**src/rtl/twowire_dtm_serial_if.sv**
```systemverilog
// Signal bundle between the two-wire serial link layer, the host data line and the DTM core.
// The slave modport is the link layer; the master modport is its environment.
interface twowire_dtm_serial_if #(
  parameter int W_CMD = 4
);
  logic             di_i;
  logic             do_o;
  logic             doe_o;
  logic             connected_o;
  logic             disconnect_now_i;
  logic [3:0]       mdropaddr_i;
  logic [W_CMD-1:0] cmd_o;
  logic             cmd_vld_o;
  logic             cmd_payload_end_i;
  logic             serial_parity_err_o;
  logic             serial_wdata_o;
  logic             serial_wdata_vld_o;
  logic             serial_rdata_i;
  logic             serial_rdata_rdy_o;

  // Handshake: serial_wdata_o is a payload bit only in cycles with serial_wdata_vld_o=1;
  // serial_rdata_i is consumed in every cycle with serial_rdata_rdy_o=1 (no back-pressure);
  // cmd_payload_end_i is looked at only in those payload cycles, disconnect_now_i only with cmd_vld_o.
  modport slave (
    input  di_i, disconnect_now_i, mdropaddr_i, cmd_payload_end_i, serial_rdata_i,
    output do_o, doe_o, connected_o, cmd_o, cmd_vld_o, serial_parity_err_o,
    output serial_wdata_o, serial_wdata_vld_o, serial_rdata_rdy_o
  );

  modport master (
    output di_i, disconnect_now_i, mdropaddr_i, cmd_payload_end_i, serial_rdata_i,
    input  do_o, doe_o, connected_o, cmd_o, cmd_vld_o, serial_parity_err_o,
    input  serial_wdata_o, serial_wdata_vld_o, serial_rdata_rdy_o
  );
endinterface

```
**src/rtl/twowire_dtm_serial.sv**
```systemverilog
// Two-wire DTM serial link layer: connect detection, command framing with parity,
// write payload streaming into the core and read payload streaming back onto the line.
module twowire_dtm_serial #(
  parameter int          W_CMD         = 4,
  parameter logic [31:0] CONNECT_MAGIC = 32'hd1a5c3e7
) (
  input  logic                dck,
  input  logic                drst_n,
  twowire_dtm_serial_if.slave bus,
  output logic [3:0]          dbg_state_o
);

  typedef enum logic [3:0] {
    S_DISC, S_IDLE, S_CMD, S_CPAR, S_WDATA, S_WPAR, S_TURN1, S_RDATA, S_RPAR, S_TURN2
  } state_e;

  localparam int CNT_W = $clog2(W_CMD + 1);

  state_e           state_q, state_d;
  logic [35:0]      shift_q, shift_d;
  logic [W_CMD-1:0] cmd_q, cmd_d;
  logic [CNT_W-1:0] bit_cnt_q, bit_cnt_d;
  logic             par_q, par_d;
  logic             do_q, do_d;
  logic             doe_q, doe_d;

  logic             cmd_vld;
  logic             parity_err;
  logic             wdata_vld;
  logic             rdata_rdy;
  logic             is_write;
  logic             cpar_ok;

  assign is_write = (cmd_q == W_CMD'(3)) || (cmd_q == W_CMD'(5)) || (cmd_q == W_CMD'(9));
  // Even parity across the command bits together with the parity bit now on di.
  assign cpar_ok  = ~(^{cmd_q, bus.di_i});

  always_ff @(posedge dck or negedge drst_n) begin
    if (!drst_n) begin
      state_q   <= S_DISC;
      shift_q   <= '0;
      cmd_q     <= '0;
      bit_cnt_q <= '0;
      par_q     <= 1'b0;
      do_q      <= 1'b0;
      doe_q     <= 1'b0;
    end else begin
      state_q   <= state_d;
      shift_q   <= shift_d;
      cmd_q     <= cmd_d;
      bit_cnt_q <= bit_cnt_d;
      par_q     <= par_d;
      do_q      <= do_d;
      doe_q     <= doe_d;
    end
  end

  always_comb begin
    state_d    = state_q;
    shift_d    = '0;
    cmd_d      = cmd_q;
    bit_cnt_d  = bit_cnt_q;
    par_d      = par_q;
    do_d       = 1'b0;
    doe_d      = 1'b0;
    cmd_vld    = 1'b0;
    parity_err = 1'b0;
    wdata_vld  = 1'b0;
    rdata_rdy  = 1'b0;

    unique case (state_q)
      S_DISC: begin
        // The bit on di during the match cycle is dropped; the shifter restarts from zero.
        if (shift_q == {CONNECT_MAGIC, bus.mdropaddr_i}) state_d = S_IDLE;
        else shift_d = {shift_q[34:0], bus.di_i};
      end
      S_IDLE: begin
        if (bus.di_i) begin
          state_d   = S_CMD;
          bit_cnt_d = '0;
        end
      end
      S_CMD: begin
        cmd_d     = {cmd_q[W_CMD-2:0], bus.di_i};
        bit_cnt_d = bit_cnt_q + 1'b1;
        if (bit_cnt_q == CNT_W'(W_CMD - 1)) state_d = S_CPAR;
      end
      S_CPAR: begin
        if (cpar_ok) begin
          cmd_vld = 1'b1;
          par_d   = 1'b0;
          if (bus.disconnect_now_i) state_d = S_DISC;
          else if (is_write)        state_d = S_WDATA;
          else                      state_d = S_TURN1;
        end else begin
          parity_err = 1'b1;
          state_d    = S_IDLE;
        end
      end
      S_WDATA: begin
        wdata_vld = 1'b1;
        par_d     = par_q ^ bus.di_i;
        if (bus.cmd_payload_end_i) state_d = S_WPAR;
      end
      S_WPAR: begin
        parity_err = (bus.di_i != par_q);
        state_d    = S_IDLE;
      end
      S_TURN1: begin
        par_d   = 1'b0;
        state_d = S_RDATA;
      end
      S_RDATA: begin
        rdata_rdy = 1'b1;
        doe_d     = 1'b1;
        do_d      = bus.serial_rdata_i;
        par_d     = par_q ^ bus.serial_rdata_i;
        if (bus.cmd_payload_end_i) state_d = S_RPAR;
      end
      S_RPAR: begin
        doe_d   = 1'b1;
        do_d    = par_q;
        state_d = S_TURN2;
      end
      S_TURN2: state_d = S_IDLE;
      default: state_d = S_DISC;
    endcase
  end

  assign bus.do_o                = do_q;
  assign bus.doe_o               = doe_q;
  assign bus.connected_o         = (state_q != S_DISC);
  assign bus.cmd_o               = cmd_q;
  assign bus.cmd_vld_o           = cmd_vld;
  assign bus.serial_parity_err_o = parity_err;
  assign bus.serial_wdata_o      = bus.di_i;
  assign bus.serial_wdata_vld_o  = wdata_vld;
  assign bus.serial_rdata_rdy_o  = rdata_rdy;
  assign dbg_state_o             = state_q;

endmodule

```
**src/flat_wrapper.sv**
```systemverilog
// flat-port wrapper written by rule: the top's interface ports become plain ports
module twowire_dtm_serial_flat 
#(
  parameter int          W_CMD         = 4,
  parameter logic [31:0] CONNECT_MAGIC = 32'hd1a5c3e7
)
  (dck, drst_n, dbg_state_o, bus_di_i, bus_disconnect_now_i, bus_mdropaddr_i, bus_cmd_payload_end_i, bus_serial_rdata_i, bus_do_o, bus_doe_o, bus_connected_o, bus_cmd_o, bus_cmd_vld_o, bus_serial_parity_err_o, bus_serial_wdata_o, bus_serial_wdata_vld_o, bus_serial_rdata_rdy_o);
  twowire_dtm_serial_if #(.W_CMD(W_CMD)) bus_i ();
  input  logic dck;
  input  logic drst_n;
  output logic [3:0] dbg_state_o;
  input wire logic [$bits(bus_i.di_i)-1:0] bus_di_i;
  input wire logic [$bits(bus_i.disconnect_now_i)-1:0] bus_disconnect_now_i;
  input wire logic [$bits(bus_i.mdropaddr_i)-1:0] bus_mdropaddr_i;
  input wire logic [$bits(bus_i.cmd_payload_end_i)-1:0] bus_cmd_payload_end_i;
  input wire logic [$bits(bus_i.serial_rdata_i)-1:0] bus_serial_rdata_i;
  output wire logic [$bits(bus_i.do_o)-1:0] bus_do_o;
  output wire logic [$bits(bus_i.doe_o)-1:0] bus_doe_o;
  output wire logic [$bits(bus_i.connected_o)-1:0] bus_connected_o;
  output wire logic [$bits(bus_i.cmd_o)-1:0] bus_cmd_o;
  output wire logic [$bits(bus_i.cmd_vld_o)-1:0] bus_cmd_vld_o;
  output wire logic [$bits(bus_i.serial_parity_err_o)-1:0] bus_serial_parity_err_o;
  output wire logic [$bits(bus_i.serial_wdata_o)-1:0] bus_serial_wdata_o;
  output wire logic [$bits(bus_i.serial_wdata_vld_o)-1:0] bus_serial_wdata_vld_o;
  output wire logic [$bits(bus_i.serial_rdata_rdy_o)-1:0] bus_serial_rdata_rdy_o;
  assign bus_i.di_i = bus_di_i;
  assign bus_i.disconnect_now_i = bus_disconnect_now_i;
  assign bus_i.mdropaddr_i = bus_mdropaddr_i;
  assign bus_i.cmd_payload_end_i = bus_cmd_payload_end_i;
  assign bus_i.serial_rdata_i = bus_serial_rdata_i;
  assign bus_do_o = bus_i.do_o;
  assign bus_doe_o = bus_i.doe_o;
  assign bus_connected_o = bus_i.connected_o;
  assign bus_cmd_o = bus_i.cmd_o;
  assign bus_cmd_vld_o = bus_i.cmd_vld_o;
  assign bus_serial_parity_err_o = bus_i.serial_parity_err_o;
  assign bus_serial_wdata_o = bus_i.serial_wdata_o;
  assign bus_serial_wdata_vld_o = bus_i.serial_wdata_vld_o;
  assign bus_serial_rdata_rdy_o = bus_i.serial_rdata_rdy_o;
  twowire_dtm_serial #(.W_CMD(W_CMD), .CONNECT_MAGIC(CONNECT_MAGIC)) u_core (.dck(dck), .drst_n(drst_n), .bus(bus_i), .dbg_state_o(dbg_state_o));
endmodule
```
**config.mk**
```make
export PLATFORM = sky130hd
export DESIGN_NAME = twowire_dtm_serial_flat
export DESIGN_NICKNAME = d
export VERILOG_FILES = /design/src/rtl/twowire_dtm_serial_if.sv /design/src/rtl/twowire_dtm_serial.sv /design/src/flat_wrapper.sv
export SDC_FILE = /design/constraint.sdc
export NUM_CORES = 1
export LEC_CHECK = 0
export ABC_AREA = 1
export CAP_MARGIN = 25
export CORE_MARGIN = 4
export CORE_UTILIZATION = 25
export CTS_CLUSTER_DIAMETER = 120
export DETAILED_ROUTE_END_ITERATION = 10
export PLACE_DENSITY = 0.49
export SLEW_MARGIN = 20
export SYNTH_ARGS = -nofsm -noshare
export SYNTH_HDL_FRONTEND = slang
export SYNTH_SLANG_ARGS = --single-unit
```
**constraint.sdc**
```tcl
create_clock -name dck -period 2.9 [get_ports dck]
set_input_delay 0.725 -clock dck [delete_from_list [all_inputs] [get_ports dck]]
set_output_delay 0.725 -clock dck [all_outputs]
set_load 0.01 [all_outputs]
```
; ---- Word level (Yosys, flattened, before mapping)
; Index checks and enable logic that the tools add are counted.
[classes]
n_addsub = 1
n_eq_ne = 21
muxes = 23
bitwise_logic = 2
n_reduce_logical = 12
[ops]
columns = operator, count
row1 = $mux W36, 2
row2 = $eq A36 B36 Y1, 1
row3 = $pmux W4 S9, 1
row4 = $mux W4, 7
row5 = $eq A4 B3 Y1 const B, 5
row6 = $eq A4 B2 Y1 const B, 3
row7 = $eq A4 B4 Y1 const B, 3
row8 = $ne A2 B2 Y1 const B, 4
row9 = $reduce_bool A4 Y1, 2
row10 = $mux W1, 7
row11 = $pmux W3 S2, 1
row12 = $reduce_and A5 Y1, 1
row13 = $reduce_xor A5 Y1, 1
row14 = $eq A4 B1 Y1 const B, 1
row15 = $logic_not A4 Y1, 1
row16 = $ne A2 B1 Y1 const B, 2
row17 = $pmux W1 S2, 2
row18 = $pmux W1 S4, 1
row19 = $reduce_and A2 Y1, 2
row20 = $reduce_or A2 Y1, 2
row21 = $add A3 B1 Y3 const B, 1
row22 = $eq A3 B2 Y1 const B, 1
row23 = $mux W3, 1
row24 = $logic_or A1 B1 Y1, 2
row25 = other kinds (4), 5
[word_totals]
regBits = 50
inputBits = 10
out_inout_bits = 16
wordCells = 66

; ---- Longest topological paths before layout
; Gate-level depths: netlist (run 1).
[logic_depth]
depth_word = 7
depth_mapped = 11
ltp_nobuf = 11

; ---- Least setup slack after synthesis (run 1)
; No wires, ideal clock.
[synth_path]
path_type = input port to output port
from = in bus_di_i
to = out bus_cmd_vld_o
t_arrival_ns = 1.251
t_required_ns = 2.175
path_slack_ns = 0.924
path_stages = 5
path_buffers = 0
cell_sequence = xnor2_1 nand3_1 nand2_1 nand2_1 inv_1
[synth_between]
elab_chain_len = 3
[synth_lines]
columns = item, line_no
row1 = from (decl), flat_wrapper.sv:12  ; input wire logic [$bits(bus_i.di_i)-1:0] bus_di_i;
row2 = $reduce_xor A5 Y1, twowire_dtm_serial.sv:36  ; assign cpar_ok = ~(^{cmd_q, bus.di_i});
row3 = $mux W1, twowire_dtm_serial.sv:89  ; if (cpar_ok) begin
row4 = $mux W1, twowire_dtm_serial.sv:71  ; unique case (state_q)
row5 = to (decl), flat_wrapper.sv:21  ; output wire logic [$bits(bus_i.cmd_vld_o)-1:0] bus_cmd_vld_o;
; Every way passes these cells.

; ---- Final worst setup path (run 1)
[layout_path]
from = in bus_di_i
to = out bus_serial_parity_err_o
[layout_between]
elab_chain_len = 3
elab_cells_between_ends = 4
classes_between = 1 x eq/ne / 2 x mux / 1 x reduce/logical
[layout_lines]
columns = item, line_no
row1 = $reduce_xor A5 Y1, twowire_dtm_serial.sv:36
row2 = $mux W1, twowire_dtm_serial.sv:89
row3 = $pmux W1 S2 (*), twowire_dtm_serial.sv:71
row4 = to (decl), flat_wrapper.sv:22  ; output wire logic [$bits(bus_i.serial_parity_err_o)-1:0] bus_serial_parity_err_o;
; Mark *: on every way between the ends. The rest lies on a longest branch, timed or not.

==> qor.csv, run 1 <==
metric;value;unit
status;complete, no violations;
p_seq_share;58.6;%
hpwl;3210;um
synthFlopType;dfrtp_1;
die_h;103;um
crit_arrival;2010;ps
place_congestion;0.800;
finalHoldViolations;0;
diodes;0;
syn_area;0.00225;mm2
yosys-top-cells-count;nand2_1 (61), nor2_1 (56), inv_1 (51);
tightest_slew;585;ps
cap_violations;0;
die_area;0.0106;mm2
grt-busiest-layer;met2;
ys_top_cells_by_area;dfrtp_1 (56%), nand2_1 (10%), nor2_1 (9.3%);
cp-end-kind;primary output;
wl;4400;um
fillCellCount;917;
grt_pass1_vias;1716;
drive_above_1_share;11.4;%
swShare;23.8;%
slew_headroom;61.0;%
fin_skew;7.22;ps
syn-num-nets;284;
required;2170;ps
power_switching;0.000298;W
clockRootBuffer;clkbuf_8;
stdcell_count;416;
final_util;31.5;%
p_clk_share;35.4;%
drc_errors;0;
synth_warnings;0;
yosysTopAreaCellShare;55.6;%
cts_tree;built;
setup_ws;167;ps
row_count;34;
fin_nets;319;
yosysTopAreaCell;dfrtp_1;
min_period;2730;ps
io_buffers;25;
met2_usage;14.4;%
critPathMaxFanout;5;
dp.cells;408;
finalSetupViolations;0;
grt_use_met1;13.3;%
cts.sinks;50;
synth_seq_cells;50;
syn_inst;272;
pwr-share-comb;6.0;%
tns;0;ps
rsz0062_at_grt;false;
vdd_drop_max;143;uV
cts_hold_buf;0;
grt_pass1_wl;7920;um
synth.most_common_cell;nand2_1;
drt_iter0_drc;40;
start_kind;primary input;
syn_to_final_growth;22.1;%
viasPerCell;3.96;
via_count;1646;
antenna_found_initial;0;
synth.avg_cell_area;8.27;um2
die_w;103;um
synth_edf_count;0;
wl_per_cell;10.6;um
io_pins;26;
finalPower;0.00125;W
p_int;0.000952;W
antenna_left;0;
cts_buffers;5;
power.static_leakage;1.44;nW
hold_class;in -> async;
ys_types;24;
grt_max_degree;46;
grt_overflow_total;0;
core_area;0.00872;mm2
seq_area_frac_synth;55.6;%
dr.pass1.iters;4;
path_clk_slew;100;ps
cts_htree_levels;2;
clkLatencyLatePin;300;ps
slew_violations;0;
fmax;366;MHz
initial_core_util;25.8;%
synthArstFlopShare;100;%
path_class;in -> out;
power.density;455;mW/mm2
grt_util_met3;2.50;%
cts_max_path_buffers;2;
layout_worst_path_cycle_share;94.3;%
place_worst_setup_slack;-43.2;ps
grt_use_total;9.42;%
ff2ff_path_depth;8;
## per-stage QoR
stage | hold slack (ps) | area [um2]
after floorplan | 429 | 2250
after global placement | 467 | 2650
after detailed placement | 472 | 2650
after global routing | 211 | 2750
final | 217 | 2750
after CTS | 211 | 2750
## power groups by stage
stage	clock [W]	combinational, W	sequential [W]
after floorplan	0	0.0000393	0.000744
after global placement	0	0.0000765	0.000746
after detailed placement	0	0.0000772	0.000747
after CTS	0.000459	0.0000778	0.000733
after global routing	0.000488	0.0000894	0.000736
final	0.000442	0.0000751	0.000732
## cells by family (layout without fill, tap and decap cells)
logic type	count (synthesis)	after routing	share of synthesized area, %
AOI/OAI and AO/OA	14	14	3.67
xor gates and xnor gates	4	4	1.56
adders and majority gates	2	2	1.11
buffers and inverters	59	95	10.8
DFF	50	50	55.6
and+or+nand+nor	143	143	27.3
## worst max-delay path: stages
cell,delay (ps)
clkdlybuf4s50_1,430
buf_4,160
or2_2,280
nand3_1,80
nand2_1,50
dlygate4sd2_1,280
## per-layer routing
layer	up-vias	share of wire, %
met5	-	0
met3	5	4.3
met4	0	1.1
met2	28	42
li1	865	-
met1	748	53
## sequential cells by signal (all words and copies together) (netlist names)
signal	flops
u_core.dbg_state_o	4
u_core.bus.do_o	1
u_core.bus.cmd_o	4
u_core.bit_cnt_q	3
u_core.shift_q	36
u_core.bus.doe_o	1
u_core.par_q	1
## timing repair
| item | CTS | global route |
|---|---|---|
| setup endpoints to repair | 2 | 0 |
| buffers inserted | 0 | 0 |
| resized for setup | 2 | 0 |
## path summary, 6_finish.rpt
kind                                             from                      end  slack (ps)
worst min-delay path                           drst_n        u_core.shift_q[6]         220
min in group dck                   u_core.shift_q[15]       u_core.shift_q[16]         480
worst max register to register  u_core.dbg_state_o[0]    u_core.dbg_state_o[1]        1280
worst min register to register     u_core.shift_q[15]       u_core.shift_q[16]         480
worst max-delay path                         bus_di_i  bus_serial_parity_err_o         170
max in group asynchronous                      drst_n       u_core.shift_q[22]        1890
## cell usage in the layout (no fill, tap or decap)
cell,n
xnor2_1,4
nor2_1,56
a22o_1,1
or2_1,1
or2_2,1
nand3b_4,1
inv_1,51
dfrtp_1,50
nand2_2,7
nand2_1,61
ha_1,2
a21oi_2,2
nor2_4,2
clkinvlp_4,1
buf_4,8
o21ai_0,7
a21oi_1,2
buf_2,1
nor2_2,2
nand3_1,11
a31oi_1,1
inv_2,3
clkdlybuf4s50_1,22
clkbuf_8,6
nand3b_1,1
o21ai_1,1
inv_6,1
dlygate4sd2_1,2
## cell type report
class	count	area, um2	area share, %
repair buffers	33	303	11.0
clock inverters	2	16.3	0.592
multi-input cells	163	756	27.5
clock buffers	6	82.6	3.01
well taps	108	135	4.92
flip-flops and latches	50	1250	45.6
inverters	54	203	7.38
Note: power is estimated with default switching activity, not from simulation.
==> run 2, diff against run 1 <==
--- a/config.mk
+++ b/config.mk
@@ -12,6 +12,7 @@
 export CTS_CLUSTER_DIAMETER = 120
 export DETAILED_ROUTE_END_ITERATION = 10
 export PLACE_DENSITY = 0.49
+export RECOVER_POWER = 50
 export SLEW_MARGIN = 20
 export SYNTH_ARGS = -nofsm -noshare
 export SYNTH_HDL_FRONTEND = slang
==> constraint.sdc (replaced) <==
create_clock -name dck -period 3.6 [get_ports dck]
set_input_delay 0.9 -clock dck [delete_from_list [all_inputs] [get_ports dck]]
set_output_delay 0.9 -clock dck [all_outputs]
set_load 0.01 [all_outputs]
==> run 2 against run 1 <==
- the flow now finishes with violations (max-capacitance violations, max-slew violations)
- via count decreased by 0.73%
- cell area decreased by 2.9%
- first-iteration DRC count decreased by 2.5%
- clock skew increased by 0.71 ps
- wire length decreased by 0.86%
- sequential power decreased by 19%
- non-clock buffer count decreased by 6
- cell count decreased by 1.7%
- critical path type unchanged
- largest cell class unchanged
- highest routed layer unchanged
==> qor.csv, run 2 (same netlist as run 1, synthesis figures left out) <==
metric;value;unit
dr.pass1.iters;4;
critPathMaxFanout;3;
grt_pass1_wl;7940;um
clkLatencyLatePin;300;ps
io_pins;26;
pwr-share-comb;6.1;%
wl;4360;um
p_seq_share;61.4;%
rrSetupSlack;1880;ps
hold_depth;2;
die_area;0.0106;mm2
drive_above_1_share;6.98;%
hold_ws;487;ps
crit_arrival;2460;ps
worstReg2RegStart;u_core.shift_q[7];
finalHoldViolations;0;
r2r_end;u_core.dbg_state_o[0];
core_area;0.00872;mm2
cts_hold_buf;0;
die_h;103;um
power.density;360;mW/mm2
place_worst_setup_slack;245;ps
layout_commonest_cell;nand2_1;
start_kind;primary input;
cts_tree;built;
diodes;0;
slowest_stage;clkdlybuf4s50_1;
top_register;u_core.shift_q;
drt_iter0_drc;39;
wl_per_cell;10.7;um
grt_pass1_vias;1746;
antenna_left;0;
grt_overflow_total;0;
setup.worst_path.end;bus_cmd_vld_o;
cp_slowest_stage_delay;530;ps
via_count;1634;
startpoint;bus_di_i;
finalSetupViolations;0;
required;2700;ps
cap_violations;1;
viasPerCell;4.00;
tns;0;ps
fillCellCount;934;
wl_met2;1850;um
vdd_drop_max;131;uV
rsz0062_at_grt;false;
swShare;22.9;%
cts_setup_buffers;0;
layout_worst_path_cycle_share;93.4;%
cts.sinks;50;
syn_to_final_growth;18.6;%
cts_buffers;5;
tightest_slew;1720;ps
die_w;103;um
highest_layer;met4;
hpwl;3130;um
place_congestion;0.799;
power_switching;0.000220;W
fin_skew;7.93;ps
row_count;34;
cts_htree_levels;2;
slew_headroom;-14.7;%
io_buffers;25;
power.static_leakage;1.38;nW
grt_use_total;9.65;%
p_int;0.000740;W
drc_errors;0;
crit_chain;clkdlybuf4s50_1, xnor2_1, nand3_1, nand2_1, nand2_1, inv_1, clkdlybuf4s50_1;
wl_met1;2190;um
failed_checks;max-capacitance violations, max-slew violations;
cp-end-kind;primary output;
largest_reg_flops;36;
initial_core_util;25.8;%
path_clk_slew;90;ps
fin_nets;313;
min_period;3360;ps
fmax;297;MHz
slew_violations;34;
status;complete, but fails checks;
cts_resized;0;
stdcell_count;409;
setup_ws;237;ps
hold_class;reg -> reg;
final_cell_mix;nand2_1 (63), nor2_1 (57), inv_1 (52), dfrtp_1 (50), clkdlybuf4s50_1 (23);
antenna_found_initial;0;
clockRootBuffer;clkbuf_8;
path_class;in -> out;
dp.cells;402;
p_clk_share;32.5;%
grt_max_degree;34;
ff2ff_path_depth;10;
cts_max_path_buffers;2;
wl_met3;234;um
==> run 2: layer usage <==
metal | global-route usage [%] | vias to the layer above
li1 | - | 851
met1 | 13.2 | 747
met2 | 14.1 | 28
met3 | 3.25 | 8
met4 | 3.88 | 0
met5 | 0 | -
==> run 2: layout make-up <==
type	count	area (um2)	area share [%]
tap	108	135	5.07
sequential	50	1250	46.9
clock buffer	6	72.6	2.72
multi-input combinational	163	743	27.9
clock inverter	1	7.51	0.281
timing repair buffer	27	255	9.57
inverter	54	203	7.60
==> run 2: metrics by stage <==
step	power [W]	area, um2	utilization, %
CTS	0.000982	2690	30.8
global route	0.00101	2670	30.6
global placement	0.000662	2610	29.9
detailed placement	0.000663	2610	29.9
finish	0.000961	2670	30.6
floorplan	0.000631	2250	-
==> run 2: worst max-delay path, delay by kind of cell <==
kind                      cells  cell delay (ps)
buffers and inverters         3             1020
and+or+nand+nor               3              330
xor gates and xnor gates      1              220
==> run 2: power groups by stage <==
stage,logic [W],registers (W),clock network [W]
floorplan,0.0000316,0.000599,0
global placement,0.0000609,0.000601,0
detailed placement,0.0000615,0.000602,0
CTS,0.0000620,0.000591,0.000330
global route,0.0000695,0.000593,0.000352
finish,0.0000583,0.000590,0.000312
==> run 2: how the worst min path moves through the flow <==
stage,from,end
after floorplan,u_core.bit_cnt_q[2],u_core.bit_cnt_q[2]
after global placement,u_core.shift_q[15],u_core.shift_q[16]
after detailed placement,u_core.shift_q[33],u_core.shift_q[34]
after CTS,u_core.shift_q[22],u_core.shift_q[23]
after global routing,u_core.shift_q[22],u_core.shift_q[23]
final,u_core.shift_q[22],u_core.shift_q[23]
==> run 3, diff against run 2 <==
--- a/config.mk
+++ b/config.mk
@@ -9,10 +9,11 @@
 export CAP_MARGIN = 25
 export CORE_MARGIN = 4
 export CORE_UTILIZATION = 25
-export CTS_CLUSTER_DIAMETER = 120
+export CTS_CLUSTER_DIAMETER = 30
 export DETAILED_ROUTE_END_ITERATION = 10
 export PLACE_DENSITY = 0.49
 export RECOVER_POWER = 50
+export SKIP_CTS_REPAIR_TIMING = 1
 export SLEW_MARGIN = 20
 export SYNTH_ARGS = -nofsm -noshare
 export SYNTH_HDL_FRONTEND = slang
==> results of run 3 <==
The final DEF is identical to that of run 2; final timing and power are the same.
